File: src/rtl/hazard_scoreboard_pkg.sv
// Shared pipeline definitions: slot record layout, field widths and the
// forwarding-mux encodings used by the EX-stage operand selectors.
package hazard_scoreboard_pkg;

  localparam int REG_IDX_W   = 5;
  localparam int STALL_CNT_W = 16;

  typedef struct packed {
    logic                 valid;
    logic                 regwrite;
    logic                 is_load;
    logic [REG_IDX_W-1:0] rd;
  } slot_t;

  localparam int    SLOT_W      = $bits(slot_t);
  localparam slot_t SLOT_BUBBLE = '0;

  typedef enum logic [1:0] {
    FWD_NONE   = 2'b00,
    FWD_MEM_WB = 2'b01,
    FWD_EX_MEM = 2'b10
  } fwd_sel_t;

  function automatic logic slot_writes(input slot_t s);
    return s.valid && s.regwrite;
  endfunction

  // The younger producer (MEM) takes priority over WB for the same register.
  function automatic fwd_sel_t fwd_select(input logic [REG_IDX_W-1:0] rs,
                                          input slot_t mem, input slot_t wb);
    if (slot_writes(mem) && mem.rd == rs) return FWD_EX_MEM;
    if (slot_writes(wb) && wb.rd == rs)   return FWD_MEM_WB;
    return FWD_NONE;
  endfunction

endpackage

File: src/rtl/hazard_scoreboard_slot.sv
// One pipeline tracking slot: a resettable register of a slot record that
// holds its contents while the pipeline is frozen.
module scoreboard_slot
  import hazard_scoreboard_pkg::*;
(
  input  logic              clk,
  input  logic              reset,
  input  logic              i_hold,
  input  logic [SLOT_W-1:0] i_d,
  output logic [SLOT_W-1:0] o_q
);

  logic [SLOT_W-1:0] r_q;

  // NOTE: sequential state uses non-blocking assignments so every slot samples
  // its neighbour's pre-edge value; blocking here would collapse the shift chain.
  always_ff @(posedge clk or posedge reset) begin
    if (reset) begin
      r_q <= '0;
    end else if (!i_hold) begin
      r_q <= i_d;
    end
  end

  assign o_q = r_q;

endmodule

File: src/rtl/hazard_scoreboard.sv
// Load-use hazard detection for a 5-stage pipeline: tracks EX/MEM/WB
// destinations, raises stall on a load-use pair and exports forwarding info.
module hazard_scoreboard
  import hazard_scoreboard_pkg::*;
(
  input  logic                   clk,
  input  logic                   reset,
  input  logic                   id_valid,
  input  logic [REG_IDX_W-1:0]   id_rs1,
  input  logic [REG_IDX_W-1:0]   id_rs2,
  input  logic                   id_uses_rs1,
  input  logic                   id_uses_rs2,
  input  logic [REG_IDX_W-1:0]   id_rd,
  input  logic                   id_regwrite,
  input  logic                   id_is_load,
  input  logic                   flush,
  input  logic                   freeze,
  output logic                   stall,
  output logic                   ex_mem_regwrite,
  output logic [REG_IDX_W-1:0]   ex_mem_rd,
  output logic                   mem_wb_regwrite,
  output logic [REG_IDX_W-1:0]   mem_wb_rd,
  output logic [STALL_CNT_W-1:0] stall_count
);

  slot_t                  w_ex, w_mem, w_wb;
  slot_t                  w_id_slot, w_ex_next;
  logic                   w_rs1_hit, w_rs2_hit, w_stall, w_count_en;
  logic                   w_unused;
  logic [STALL_CNT_W-1:0] r_stall_count;

  assign w_rs1_hit = id_uses_rs1 && (id_rs1 == w_ex.rd);
  assign w_rs2_hit = id_uses_rs2 && (id_rs2 == w_ex.rd);
  assign w_stall   = id_valid && w_ex.valid && w_ex.is_load && w_ex.regwrite
                     && (w_rs1_hit || w_rs2_hit);

  // NOTE: every field gets a default before any conditional update so the
  // block stays purely combinational and no latch is inferred.
  always_comb begin
    w_id_slot          = SLOT_BUBBLE;
    w_id_slot.valid    = 1'b1;
    w_id_slot.regwrite = id_regwrite && (id_rd != '0);
    w_id_slot.is_load  = id_is_load;
    w_id_slot.rd       = id_rd;
    w_ex_next          = (id_valid && !w_stall && !flush) ? w_id_slot : SLOT_BUBBLE;
  end

  scoreboard_slot u_ex_slot (
    .clk    (clk),
    .reset  (reset),
    .i_hold (freeze),
    .i_d    (w_ex_next),
    .o_q    (w_ex)
  );

  scoreboard_slot u_mem_slot (
    .clk    (clk),
    .reset  (reset),
    .i_hold (freeze),
    .i_d    (w_ex),
    .o_q    (w_mem)
  );

  scoreboard_slot u_wb_slot (
    .clk    (clk),
    .reset  (reset),
    .i_hold (freeze),
    .i_d    (w_mem),
    .o_q    (w_wb)
  );

  // A stall that coincides with a flush is absorbed by the flush bubble.
  assign w_count_en = w_stall && !flush && !freeze && (r_stall_count != '1);

  always_ff @(posedge clk or posedge reset) begin
    if (reset) begin
      r_stall_count <= '0;
    end else if (w_count_en) begin
      r_stall_count <= r_stall_count + STALL_CNT_W'(1);
    end
  end

  assign stall           = w_stall;
  assign ex_mem_regwrite = slot_writes(w_mem);
  assign ex_mem_rd       = w_mem.rd;
  assign mem_wb_regwrite = slot_writes(w_wb);
  assign mem_wb_rd       = w_wb.rd;
  assign stall_count     = r_stall_count;

  assign w_unused = ^{w_mem.is_load, w_wb.is_load};

endmodule

File: config.mk
export PLATFORM = sky130hd
export DESIGN_NAME = hazard_scoreboard
export DESIGN_NICKNAME = d
export VERILOG_FILES = /design/src/rtl/hazard_scoreboard_pkg.sv /design/src/rtl/hazard_scoreboard_slot.sv /design/src/rtl/hazard_scoreboard.sv
export SDC_FILE = /design/constraint.sdc
export NUM_CORES = 1
export LEC_CHECK = 0
export ABC_AREA = 0
export BUFFER_PORTS_ARGS = -buffer_cell sky130_fd_sc_hd__buf_2
export CAP_MARGIN = 0
export CORE_MARGIN = 2
export CORE_UTILIZATION = 47
export CTS_BUF_LIST = sky130_fd_sc_hd__clkbuf_4 sky130_fd_sc_hd__clkbuf_8
export DETAILED_ROUTE_END_ITERATION = 8
export HOLD_SLACK_MARGIN = 0.03
export PLACE_DENSITY = 0.73
export SYNTH_ARGS = -nofsm -noshare
export SYNTH_HDL_FRONTEND = slang
export SYNTH_SLANG_ARGS = --single-unit
File: constraint.sdc
create_clock -name clk -period 1.9 [get_ports clk]
set_input_delay 0.285 -clock clk [delete_from_list [all_inputs] [get_ports clk]]
set_output_delay 0.285 -clock clk [all_outputs]
set_load 0.005 [all_outputs]
Word level (Yosys, flattened, before mapping). Index checks and enable logic that the tools add are counted.

Bits of input ports: 24. Bits in registers: 40. Output and inout port bits: 29. Word-level logic and storage cells: 28.

Multiplexer cells: 1. Add/sub/neg operators: 1. Eq/ne operators: 3. Reduce and logical (&&, ||, !) cells: 19.

Operators with widths (count): 16-bit by 1-bit adder with 16-bit output, second input constant (1); 16-bit != test, second input constant (1); 1-bit logical AND (14); 5-bit equality test (2); 8-bit 2-to-1 mux (1); 5-bit nonzero test (1); 1-bit zero test (3); 1-bit logical OR (1).

Logic depth before layout (Yosys ltp).
Word-level depth: 8. Depth in mapped cells: 6. Gate-level depth less buffers: 6.

By module. A second synthesis with hierarchy kept.

Cell total of the unflattened synthesis: 158. Area total of the unflattened synthesis: 2087.0 um^2.

Modules (own cells, without submodules): hazard_scoreboard (cells an instance 104, seq. area each 400.4 um^2, times used 1, area an instance 1081.0 um^2); scoreboard_slot (cells an instance 18, seq. area each 200.2 um^2, times used 3, area an instance 335.3 um^2).

Worst setup path before layout. OpenSTA, ideal clock, no wires.

Path kind: reg2reg. From: register u_ex_slot.r_q[1] (netlist: u_ex_slot.o_q[1]). To: register r_stall_count[12] (netlist: stall_count[12]). Setup time: 0.125 ns. Slack: 0.132 ns. Path buffers: 1. Data arrival time: 1.643 ns. Cell stages (with the launch flop): 7. Period minus slack after synthesis: 1.768 ns. Required time: 1.775 ns. Path through: dfrtp_1 > xnor2_1 > nand4_1 > o32ai_1 > buf_4 > nand4_1 > mux2_4.

Longest elaborated chain between the ends: 7. Elaborated cells between the ends (all ways): 9. Those cells by class: eq/ne (2); reduce/logical (7).

Ends and longest elaborated chain: start, declared (RTL line hazard_scoreboard_slot.sv:13) `logic [SLOT_W-1:0] r_q;`; start signal, assigned (RTL line hazard_scoreboard_slot.sv:21) `r_q <= i_d;`; 5-bit equality test (on tied branches) (RTL line hazard_scoreboard.sv:32, hazard_scoreboard.sv:33); 1-bit logical AND (on tied branches) (RTL line hazard_scoreboard.sv:32, hazard_scoreboard.sv:33); 1-bit logical OR * (RTL line hazard_scoreboard.sv:35) `&& (w_rs1_hit || w_rs2_hit);`; 1-bit logical AND * (RTL line hazard_scoreboard.sv:35); 1-bit logical AND * (3 in series) (RTL line hazard_scoreboard.sv:73) `assign w_count_en = w_stall && !flush && !freeze && (r_stall_count != '1);`; end signal, assigned (RTL line hazard_scoreboard.sv:79) `r_stall_count <= r_stall_count + STALL_CNT_W'(1);`; end, declared (RTL line hazard_scoreboard.sv:30) `logic [STALL_CNT_W-1:0] r_stall_count;`.

Every way passes the cells marked *; elsewhere a longest branch is shown, timed or not. A chain may end at the register's enable or synchronous reset.

Final worst setup path.
From: register u_ex_slot.r_q[0] (netlist: u_ex_slot.o_q[0]). To: register r_stall_count[7] (netlist: stall_count[7]).

Same word-level chain as after synthesis.

==> summary.md <==
| Metric | Value |
|---|---|
| Final HPWL DP | `2720 um` |
| WL met2 | `between 1500 and 2000 um` |
| Layout Utilization | `between 60% and 70%` |
| Antenna-violating nets left | `0` |
| CTS Buf Count | `5` |
| Total core area | `between 3000 and 4000 sq um` |
| Ys Warns | `0` |
| Ys async rst share | `100%` |
| WS Path Type | `register to register` |
| Drt wl/cell | `roughly 14 um` |
| RSZ-0062 raised after global routing | `yes` |
| Pwr dens | `660 nW/um^2` |
| Critical Path Start Type | `register` |
| P_leak | `1.19 nW` |
| Simple-gate area share of the yosys netlist | `15.2%` |
| Post-synth top area share | `between 50% and 60%` |
| Final WL | `3760 um` |
| Average size of a mapped cell | `~11 sq um` |
| Multiplexer area fraction after synthesis | `between 10% and 20%` |
| Worst vdd ir | `between 0.0004 and 0.0005 V` |
| Largest net degree at the start of global routing | `39` |
| Clk pin slew, worst setup/hold paths | `0.07 ns` |
| Post-synth top cells | `dfrtp_1 (38), xnor2_1 (19), mux2_2 (14)` |
| Pre-CTS setup slack | `roughly 0.076 ns` |
| Crit-path max FO | `5` |
| Largest family of logic cells by synthesized area | `simple AND/OR/NAND/NOR gates` |
| Worst hold path type | `primary input to async pin` |
| CTS max path bufs | `2` |
| Seq/Total Area, Yosys | `51.7%` |
| R2r worst-path depth | `5` |
| Top-count cell post-synth | `dfrtp_1` |
| Post-Synth XOR/XNOR Area | `a little over a tenth` |
| Die Wd | `between 60 and 70 um` |
| Worst endpoint data arrival time | `around 2.1 ns` |
| Initial Util | `about half` |
| Post-synthesis cell count | `~160` |
| Run status | `complete, no violations` |
| Number of flops mapped to enable cells by yosys | `0` |
| Max-cap check violation count | `0` |
| FF+latch count, synth | `38` |
| PnR worst setup slack | `around 0.024 ns` |
| CTS tree | `yes` |
| Gr usage total | `between 10% and 20%` |
| Met3 Routed Length | `between 150 and 200 um` |
| Die area | `between 4000 and 5000 sq um` |
| Port-buffer cells | `between 50 and 60` |
| Max Transition Viols Final | `0` |
| Layout cells sized above 1 | `43.6%` |
| Ant diodes | `0` |
| Vias in the first global route | `1377` |
| Die extent in y | `roughly 67 um` |
| Adder-Cell Fraction of Synth Area | `less than 1%` |
| Fin nets | `250` |
| Area Growth Syn to Fin | `27.4%` |
| Drt pass-1 iters | `4` |
| DRT iter0 DRCs | `118` |
| Slew at the pin closest to its max-slew limit | `0.677 ns` |
| Routed via count | `about 1.4k` |
| Largest cells by area after synthesis | `dfrtp_1 (52%), xnor2_1 (9.0%), mux2_2 (8.6%)` |
| Max layer used | `met4` |
| Worst clock skew | `between 0.004 and 0.005 ns` |
| Dominant cell type by area after synthesis | `dfrtp_1` |
| Final setup vio count | `0` |
| Drt via density | `approximately 5.2` |
| Final GP Congestion | `approximately 0.83` |
| Syn Nets | `186` |
| WP data required | `2.12 ns` |
| Yosys cell types | `28` |
| Root Driver | `clkbuf_8` |
| Met1 Wirelength | `roughly 1700 um` |
| Initial antenna violation count | `0` |
| Worst Setup End Kind | `register` |
| Clock sink count | `38` |
| First-pass GRT wire length | `approximately 6100 um` |
| Clk_lat worst skew | `approximately 0.29 ns` |
| Main synth FF type | `dfrtp_1` |
| Final Hold Vio Count | `0` |
| H-tree level count | `2` |
| Synth Cell Area | `1840 sq um` |
| Post-synthesis compound-gate area fraction | `approximately 6.3%` |
| Gr ovfl total | `0` |
| Max Clk Rate | `around 530 MHz` |
| Filler instances | `327` |
| Headroom to the max-slew limit | `a little over half` |
| Post-route DRC | `0` |
| Total Neg Setup Slack | `0 ns` |
| Tmin final | `between 1.5 and 2 ns` |
| I/O Pins | `53` |
| Final Cycle Share | `between 90% and 100%` |
| Rows | `22` |
## cells by family after synthesis
group | after synthesis
xor+xnor | 22
buf+inv | 14
flops | 38
compound gates | 15
fa+ha+maj | 1
mux | 17
simple gates | 54
## where the power goes
group / internal (mW) / total [mW] / switching [mW]
Clock: 0.246 / 0.512 / 0.266
Sequential: 0.846 / 0.869 / 0.0231
Combinational: 0.0928 / 0.168 / 0.0748
## cell usage in the layout (no fill, tap or decap)
| cell type | count |
|---|---|
| a21oi_1 | 4 |
| or3_1 | 2 |
| nand4_1 | 9 |
| a22o_1 | 6 |
| inv_1 | 1 |
| ha_1 | 1 |
| buf_6 | 2 |
| xnor2_1 | 17 |
| a21o_1 | 1 |
| nor3_1 | 5 |
| xor2_1 | 3 |
| and2_1 | 4 |
| and4_1 | 1 |
| clkinv_2 | 2 |
| or3_4 | 1 |
| clkbuf_8 | 5 |
| xnor2_2 | 2 |
| mux2_1 | 1 |
| and3_1 | 2 |
| nor2_1 | 4 |
| o22ai_2 | 1 |
| nand3_1 | 11 |
| nand2_1 | 12 |
| dfrtp_1 | 38 |
| clkdlybuf4s15_2 | 1 |
| nor4_1 | 3 |
| a32o_1 | 1 |
| buf_4 | 15 |
| mux2_4 | 2 |
| o32ai_4 | 1 |
| mux2_2 | 14 |
| o32a_1 | 1 |
| buf_2 | 52 |
## final cells by class
class,instances,area [sq um],area share (%)
Sequential cell,38,951,40.6
Inverter,1,3.75,0.160
Clock buffer,5,68.8,2.93
Tap cell,48,60.1,2.56
Clock inverter,2,10.0,0.427
Timing Repair Buffer,70,407,17.3
Multi-Input combinational cell,109,845,36.0
## final timing paths
kind / from / to / slack, ns
worst max-delay path: u_ex_slot.o_q[0]$_DFFE_PP0N_ / stall_count[7]$_DFFE_PP0P_ / 0.02
worst min-delay path: reset / stall_count[13]$_DFFE_PP0P_ / 0.09
worst max register to register: u_ex_slot.o_q[0]$_DFFE_PP0N_ / stall_count[7]$_DFFE_PP0P_ / 0.02
worst min register to register: u_wb_slot.o_q[7]$_DFFE_PP0N_ / u_wb_slot.o_q[7]$_DFFE_PP0N_ / 0.50
max in group asynchronous: reset / u_wb_slot.o_q[4]$_DFFE_PP0N_ / 1.49
min in group clk: id_is_load / u_ex_slot.o_q[5]$_DFFE_PP0N_ / 0.21
## timing repair
action | CTS | global route
hold buffers | 0 | 0
setup buffers | 1 | 4
endpoints found under the setup margin | 1 | 11
pin swaps | 1 | 7
resized for setup | 2 | 7
cloned | 0 | 1
## state kept, by name, summed over array words and instances (netlist names)
register / count
stall_count: 16
u_wb_slot.o_q: 7
u_mem_slot.o_q: 7
u_ex_slot.o_q: 8
## worst max-delay path, stage by stage (launching register included)
cell and delay (ns):
dfrtp_1 0.42, xnor2_1 0.17, nand4_1 0.23, o32a_1 0.42, nor4_1 0.40, xor2_1 0.17
## layer usage
metal  track usage, %  up-vias
met3             4.39        7
li1                 -      698
met5                0        -
met1             23.9      681
met4             9.44        0
met2             29.1       34
## metrics by stage
| step | cells | total power [mW] | instance area [sq um] | hold slack, ns |
|---|---|---|---|---|
| floorplan | 161 | 0.992 | 1840 | 0.413 |
| global placement | 260 | 1.04 | 2160 | 0.420 |
| detailed placement | 260 | 1.04 | 2160 | 0.417 |
| CTS | 268 | 1.56 | 2260 | 0.108 |
| global route | 273 | 1.62 | 2340 | 0.128 |
| finish | 273 | 1.55 | 2340 | 0.0911 |
(Power assumes the default switching activity.)
